$ cat src/rtl/cpu_pkg.sv
// Shared definitions for the CPU register file: default widths, the
// hardwired-zero index, packed-port slicing and the busy-bit update rule.
package cpu_pkg;

  localparam int DATA_W_DEF = 32;
  localparam int ADDR_W_DEF = 5;
  localparam int ZERO_IDX   = 0;

  // Action applied to one busy bit at a clock edge.
  typedef enum logic [1:0] {
    BUSY_HOLD = 2'd0,
    BUSY_SET  = 2'd1,
    BUSY_CLR  = 2'd2
  } busy_op_e;

  // Low bit of port p inside a packed multi-port bus of lanes 'width' wide.
  function automatic int port_lo(input int p, input int width);
    return p * width;
  endfunction

  // Issue wins over retire: a new producer issued on the same edge the old
  // one writes back leaves the register pending.
  function automatic busy_op_e busy_sel(input logic set_hit, input logic clr_hit);
    if (set_hit)      return BUSY_SET;
    else if (clr_hit) return BUSY_CLR;
    else              return BUSY_HOLD;
  endfunction

  function automatic logic busy_apply(input busy_op_e op, input logic cur);
    case (op)
      BUSY_SET: return 1'b1;
      BUSY_CLR: return 1'b0;
      default:  return cur;
    endcase
  endfunction

endpackage

$ cat src/rtl/regfile_scoreboard.sv
// Per-register pending-write tracker. Exposes the next-state busy vector so
// the read ports can report a busy flag that already reflects this edge's
// issue and writeback.
module regfile_scoreboard
  import cpu_pkg::*;
#(
  parameter int ADDR_W   = ADDR_W_DEF,
  parameter int ZERO_REG = 1
) (
  input  logic                  clk,
  input  logic                  rst_n,
  input  logic                  busy_set,
  input  logic [ADDR_W-1:0]     busy_addr,
  input  logic                  clr_en,
  input  logic [ADDR_W-1:0]     clr_addr,
  output logic [(1<<ADDR_W)-1:0] busy_next
);

  localparam int DEPTH = 1 << ADDR_W;

  logic [DEPTH-1:0] busy_q;

  // Next-state busy bit for every index; the zero register is never pending.
  always_comb begin
    busy_next = busy_q;
    for (int i = 0; i < DEPTH; i++) begin
      busy_next[i] = busy_apply(busy_sel(busy_set && (busy_addr == ADDR_W'(i)),
                                         clr_en   && (clr_addr  == ADDR_W'(i))),
                                busy_q[i]);
      if ((ZERO_REG != 0) && (i == ZERO_IDX)) begin
        busy_next[i] = 1'b0;
      end
    end
  end

  // Busy state register, cleared asynchronously.
  always_ff @(posedge clk or negedge rst_n) begin
    if (!rst_n) begin
      busy_q <= '0;
    end else begin
      busy_q <= busy_next;
    end
  end

endmodule

$ cat src/rtl/regfile_mp.sv
// Multi-read-port CPU register file with registered reads, optional
// write-to-read bypass, optional hardwired zero register and a busy
// scoreboard used by decode for hazard detection.
module regfile_mp
  import cpu_pkg::*;
#(
  parameter int DATA_W   = DATA_W_DEF,
  parameter int ADDR_W   = ADDR_W_DEF,
  parameter int NUM_RD   = 2,
  parameter int ZERO_REG = 1,
  parameter int BYPASS   = 1
) (
  input  logic                       clk,
  input  logic                       rst_n,
  input  logic [NUM_RD-1:0]          rd_en,
  input  logic [NUM_RD*ADDR_W-1:0]   rd_addr,
  output logic [NUM_RD*DATA_W-1:0]   rd_data,
  output logic [NUM_RD-1:0]          rd_busy,
  input  logic                       wr_en,
  input  logic [ADDR_W-1:0]          wr_addr,
  input  logic [DATA_W-1:0]          wr_data,
  input  logic                       busy_set,
  input  logic [ADDR_W-1:0]          busy_addr
);

  localparam int DEPTH = 1 << ADDR_W;

  logic [DATA_W-1:0] regs [DEPTH];
  logic              wr_ok;
  logic [DEPTH-1:0]  busy_next;

  // A write to the hardwired zero register is dropped everywhere, including
  // the bypass path.
  assign wr_ok = wr_en && !((ZERO_REG != 0) && (wr_addr == ADDR_W'(ZERO_IDX)));

  // Register storage, cleared asynchronously.
  always_ff @(posedge clk or negedge rst_n) begin
    if (!rst_n) begin
      for (int i = 0; i < DEPTH; i++) begin
        regs[i] <= '0;
      end
    end else if (wr_ok) begin
      regs[wr_addr] <= wr_data;
    end
  end

  regfile_scoreboard #(
    .ADDR_W   (ADDR_W),
    .ZERO_REG (ZERO_REG)
  ) u_scoreboard (
    .clk       (clk),
    .rst_n     (rst_n),
    .busy_set  (busy_set),
    .busy_addr (busy_addr),
    .clr_en    (wr_en),
    .clr_addr  (wr_addr),
    .busy_next (busy_next)
  );

  for (genvar p = 0; p < NUM_RD; p++) begin : g_rd
    localparam int A_LO = port_lo(p, ADDR_W);
    localparam int D_LO = port_lo(p, DATA_W);

    logic [ADDR_W-1:0] addr_p0;
    logic [DATA_W-1:0] data_p0;
    logic              busy_p0;
    logic [DATA_W-1:0] data_p1;
    logic              busy_p1;

    assign addr_p0 = rd_addr[A_LO +: ADDR_W];

    // Stage p0: select array contents, forwarded write data or zero.
    always_comb begin
      data_p0 = regs[addr_p0];
      if ((BYPASS != 0) && wr_ok && (wr_addr == addr_p0)) begin
        data_p0 = wr_data;
      end
      if ((ZERO_REG != 0) && (addr_p0 == ADDR_W'(ZERO_IDX))) begin
        data_p0 = '0;
      end
      busy_p0 = busy_next[addr_p0];
    end

    // Stage p1: registered read result, held while the port is idle.
    always_ff @(posedge clk or negedge rst_n) begin
      if (!rst_n) begin
        data_p1 <= '0;
        busy_p1 <= 1'b0;
      end else if (rd_en[p]) begin
        data_p1 <= data_p0;
        busy_p1 <= busy_p0;
      end
    end

    assign rd_data[D_LO +: DATA_W] = data_p1;
    assign rd_busy[p]              = busy_p1;
  end

endmodule

$ cat config.mk
export PLATFORM = sky130hd
export DESIGN_NAME = regfile_mp
export DESIGN_NICKNAME = d
export VERILOG_FILES = /design/src/rtl/cpu_pkg.sv /design/src/rtl/regfile_scoreboard.sv /design/src/rtl/regfile_mp.sv
export SDC_FILE = /design/constraint.sdc
export NUM_CORES = 2
export LEC_CHECK = 0
export ABC_AREA = 1
export ABC_CLOCK_PERIOD_IN_PS = 1280
export CAP_MARGIN = 20
export CORE_MARGIN = 3
export CORE_UTILIZATION = 63
export CTS_CLUSTER_DIAMETER = 150
export DETAILED_ROUTE_END_ITERATION = 12
export PLACE_DENSITY = 0.91
export SYNTH_ARGS = -nofsm -noshare
export SYNTH_HDL_FRONTEND = slang
export SYNTH_SLANG_ARGS = --single-unit
$ cat constraint.sdc
create_clock -name clk -period 1.28 [get_ports clk]
set_input_delay 0.256 -clock clk [delete_from_list [all_inputs] [get_ports clk]]
set_output_delay 0.256 -clock clk [all_outputs]
set_load 0.05 [all_outputs]
==> results of run 1 <==
## per-stage QoR
stage | cells | hold slack [ns] | setup TNS [ns] | worst slack (ns) | util (%)
4_1_cts | 9500 | 0.05559 | -28.32 | -0.4205 | 82.08
3_5_place_dp | 9214 | 0.3550 | -920.03 | -1.210 | 75.85
3_3_place_gp | 9214 | 0.3576 | -879.48 | -1.144 | 75.85
2_1_floorplan | 7631 | -0.03959 | -15.72 | -0.2517 | -
## kinds of logic after synthesis
family                 Yosys count
AO/OA/AOI/OAI                 2395
XOR/XNOR                         6
buffers and inverters         1183
flip-flops                    1121
AND/OR/NAND/NOR               2926
## per-layer routing
layer,GRT usage (%),overflow
met5,64.72,13
met4,75.81,130
met3,78.08,60
met2,91.47,153
met1,79.93,53
## cell usage after synthesis (all sizes together), types with 6 or more instances
library cell  instances
xor2                  6
o221ai              136
o21bai               16
nand4                74
clkbuf              467
nor2                427
buf                 264
o211ai              293
o21ai              1266
inv                 448
nand3               449
a21oi               513
dfrtp              1121
o2111ai             156
nand2              1973
## repair_timing
action,CTS
resized for setup,451
hold endpoints to repair,1073
setup buffers,76
pin swaps,322
hold buffers,1
gates cloned,5
endpoints found under the setup margin,1038
==> flow_metrics.env, run 1 <==
export IMPL_grt_pass1_wl_um=595000
export IMPL_grt_overflow=409
export IMPL_port_buffer_count=123
export IMPL_root_buffer="clkbuf_16"
export IMPL_synth_main_ff_cell="dfrtp_1"
export IMPL_synth_cell_type_count=33
export IMPL_synth_simple_area_share_pct=20.13
export IMPL_clockBufferDepth=3
export IMPL_async_flop_share_pct=100.0
export IMPL_ys_ff_latch=1121
export IMPL_seq_area_frac_synth_pct=47.93
export IMPL_synth_area_mux_share_pct=0
export IMPL_rows=111
export IMPL_synth_nets=7689
export IMPL_htree_levels=3
export IMPL_avgSynthCellArea_sq_um=7.670
export IMPL_synth_compound_area_share_pct=23.72
export IMPL_dp_hpwl_um=175400
export IMPL_status="aborted with a tool error"
export IMPL_stop_stage="5_1_grt"
export IMPL_synthAdderAreaFrac_pct=0
export IMPL_place_congestion=1.076
export IMPL_synth_top_family_by_area="compound AO/OA/AOI/OAI gates"
export IMPL_fp_dieH_um=310.8
export IMPL_synth_area_leaders="dfrtp_1 (48%), nand2_1 (13%), o21ai_0 (11%)"
export IMPL_grt_util_all_layers_pct=81.85
export IMPL_cts_sinks=1121
export IMPL_stop_error="[ERROR GRT-0116] Global routing finished with congestion. Check the congestion regions in the DRC Viewer."
export IMPL_fp_dieW_um=310.8
export IMPL_synth_xor_area_share_pct=0.08979
export IMPL_pin_count=124
export IMPL_grt_max_degree=87
export IMPL_place_area_sq_um=69740
export IMPL_synth_warnings=0
export IMPL_synth_edf_count=0
export IMPL_first_global_vias=87962
export IMPL_syn_inst=7631
export IMPL_yosysTopAreaCell="dfrtp_1"
export IMPL_start_util_pct=63.66
export IMPL_yosysTopAreaCellShare_pct=47.93
export IMPL_syn_area_sq_um=58530
export IMPL_cts_buffers=113
==> inputs of run 2 (changes only) <==
CORE_UTILIZATION = 40   (was 63)
CTS_CLUSTER_DIAMETER = unset   (was 150)
PLACE_DENSITY = unset   (was 0.91)
PLACE_DENSITY_LB_ADDON = 0.15   (was unset)
==> flow_metrics.env, run 2 <==
export IMPL_worst_hold_slack_ns=0.03352
export IMPL_yosysMostFrequentCell="nand2_1"
export IMPL_die_area_sq_um=150900
export IMPL_cts_sinks=1121
export IMPL_yosysTopAreaCellShare_pct=47.93
export IMPL_cts_tree="yes"
export IMPL_powerDensity_nw_per_um2=1471
export IMPL_cp_cell_sequence="buf_12"
export IMPL_cp_slowest_stage_delay_ns=0.52
export IMPL_r2r_end="g_rd[0].data_p1[21]"
export IMPL_grt_util_all_layers_pct=37.67
export IMPL_worst_ir_drop_vdd_uv=1330
export IMPL_fin_nets=8391
export IMPL_fp_dieW_um=388.5
export IMPL_hold_path_class="in -> reg"
export IMPL_drc=0
export IMPL_synth_cell_type_count=33
export IMPL_hold_viol_final=0
export IMPL_finalSetupViolCount=130
export IMPL_worst_pin_slew_ns=0.6524
export IMPL_grt_overflow=0
export IMPL_syn_inst=7631
export IMPL_critPathSlowestCell="dfrtp_2"
export IMPL_drv_slew=0
export IMPL_grt_pass1_wl_um=420600
export IMPL_fin_crit_sh_pct=139.4
export IMPL_endpoint_kind="primary output"
export IMPL_ys_ff_latch=1121
export IMPL_min_from="busy_addr[3]"
export IMPL_htree_levels=4
export IMPL_violations="setup timing"
export IMPL_cts_buffers=136
export IMPL_min_period_ns=1.784
export IMPL_largest_reg_flops=1024
export IMPL_via_per_inst=6.107
export IMPL_synth_common_cells="nand2_1 (1968), o21ai_0 (1249), dfrtp_1 (1121)"
export IMPL_final_cell_mix="nand2_1 (1865), o21ai_0 (1104), dfrtp_1 (1072), buf_4 (883), a21oi_1 (432)"
export IMPL_vias=63132
export IMPL_start_util_pct=40.50
export IMPL_rsz0062_at_grt="yes"
export IMPL_design_core_area_sq_um=144500
export IMPL_rr_worst_depth=9
export IMPL_fin_skew_ns=0.03064
export IMPL_clk_latency_ns=0.80
export IMPL_syn_to_final_growth_pct=34.28
export IMPL_r2r_slack_ns=-0.26
export IMPL_cp_start_kind="flop"
export IMPL_wirelength_um=290500
export IMPL_wl_per_cell_um=28.10
export IMPL_reg_largest_list="regs (1024), g_rd.data_p1 (64), u_scoreboard.busy_q (31)"
export IMPL_crit_path_max_fanout=2
export IMPL_port_buffer_count=123
export IMPL_first_iter_violations=8722
export IMPL_nFillCells=13320
export IMPL_layout_commonest_cell="nand2_1"
export IMPL_synth_main_ff_cell="dfrtp_1"
export IMPL_worst_slack_ns=-0.5044
export IMPL_syn_area_sq_um=58530
export IMPL_max_freq_mhz=560.4
export IMPL_place_congestion=0.9612
export IMPL_pin_count=124
export IMPL_yosysTopAreaCell="dfrtp_1"
export IMPL_seq_area_frac_synth_pct=47.93
export IMPL_synth_edf_count=0
export IMPL_grt_max_degree=72
export IMPL_status="complete, but fails checks"
export IMPL_synth_warnings=0
export IMPL_first_global_vias=59303
export IMPL_p_leak_nw=35.73
export IMPL_drv_cap=0
export IMPL_ant_nets=0
export IMPL_cp_required_ns=1.02
export IMPL_root_buffer="clkbuf_16"
export IMPL_arrival_ns=1.53
export IMPL_drt_pass1_iterations=8
export IMPL_dp_hpwl_um=190800
export IMPL_clk_pin_slew_ns=0.06
export IMPL_fp_dieH_um=388.5
export IMPL_clockBufferDepth=3
export IMPL_avgSynthCellArea_sq_um=7.670
export IMPL_async_flop_share_pct=100.0
export IMPL_grt_antenna_before_repair=3
export IMPL_worst_path_buf_inv=1
export IMPL_fin_tns_setup_ns=-32.53
export IMPL_crit_family="flip-flops"
export IMPL_layout_drive_gt1_share_pct=23.83
export IMPL_path_class="reg -> out"
export IMPL_hold_path_end="u_scoreboard.busy_q[8]"
export IMPL_synth_area_leaders="dfrtp_1 (48%), nand2_1 (13%), o21ai_0 (11%)"
export IMPL_synth_nets=7689
export IMPL_top_register="regs"
export IMPL_reg2reg_from="regs[693]"
export IMPL_whs_path_depth=5
export IMPL_rows=139
export IMPL_slew_headroom_pct=56.51
-- run 2: cell families (layout without fill, tap and decap cells) --
family          count (synthesis)  after routing  share of synthesized area, %
compound gates               2395           2395                         23.72
xor+xnor                        6              6                       0.08979
buf+inv                      1183           1985                         8.134
flops                        1121           1121                         47.93
other cells                     0              1                             0
simple gates                 2926           2926                         20.13
-- run 2: area by class of cell --
cell class | count | area (sq um) | area share, %
Antenna cell | 1 | 2.502 | 0.003184
Clock buffer | 201 | 4040 | 5.141
Clock inverter | 37 | 503.0 | 0.6400
Inverter | 452 | 1778 | 2.262
Multi-Input combinational cell | 5327 | 27720 | 35.27
Sequential cell | 1121 | 28110 | 35.77
Tap cell | 1903 | 2381 | 3.030
Timing Repair Buffer | 1295 | 14050 | 17.88
-- run 2: report_power, final --
| part | switching, mW | internal (mW) |
|---|---|---|
| sequential | 5.04 | 42.3 |
| clock | 16.6 | 23.4 |
| combinational | 16.0 | 12.3 |
-- run 2: layer usage --
| layer | vias up | global-route usage, % | part of all wire (%) |
|---|---|---|---|
| met5 | - | 0 | 0.0038 |
| met4 | 2 | 18.28 | 5.9 |
| met3 | 939 | 9.358 | 12 |
| met2 | 4320 | 55.65 | 42 |
| met1 | 30487 | 51.59 | 40 |
| li1 | 27384 | - | - |
-- run 2: how the worst max path moves through the flow --
| stage | from | end | slack, ns | cells after the start |
|---|---|---|---|---|
| 6_report | g_rd[0].data_p1[9] | rd_data[9] | -0.50 | 1 |
| 5_1_grt | g_rd[0].data_p1[17] | rd_data[17] | -0.52 | 1 |
| 4_1_cts | g_rd[0].data_p1[9] | rd_data[9] | -0.51 | 1 |
| 3_5_place_dp | wr_addr[0] | g_rd[1].data_p1[0] | -1.21 | 12 |
| 3_3_place_gp | wr_addr[0] | g_rd[1].data_p1[0] | -1.23 | 12 |
| 2_1_floorplan | rd_addr[6] | g_rd[1].data_p1[16] | -0.25 | 10 |
-- run 2: what timing repair did --
| action | CTS | global route |
|---|---|---|
| buffers inserted | 38 | 46 |
| pin swaps | 333 | 311 |
| endpoints found under the setup margin | 1005 | 202 |
| gates resized for setup | 376 | 271 |
| gates cloned | 1 | 0 |
| hold buffers | 1 | 0 |
| endpoints found under the hold margin | 1121 | 0 |
-- run 2: per-stage QoR --
step           worst slack (ns)  std cells  power [mW]  utilization (%)  instance area, sq um
5_1_grt                 -0.5216      10336       120.6            54.38                 78590
4_1_cts                 -0.5137      10292       114.2            53.67                 77570
2_1_floorplan           -0.2517       7631       59.84                -                 59750
6_report                -0.5044      10337       115.6            54.38                 78590
3_3_place_gp             -1.230      10037       73.08            49.74                 71890
3_5_place_dp             -1.209      10037       73.65            49.74                 71890
(Power assumes the default switching activity.)
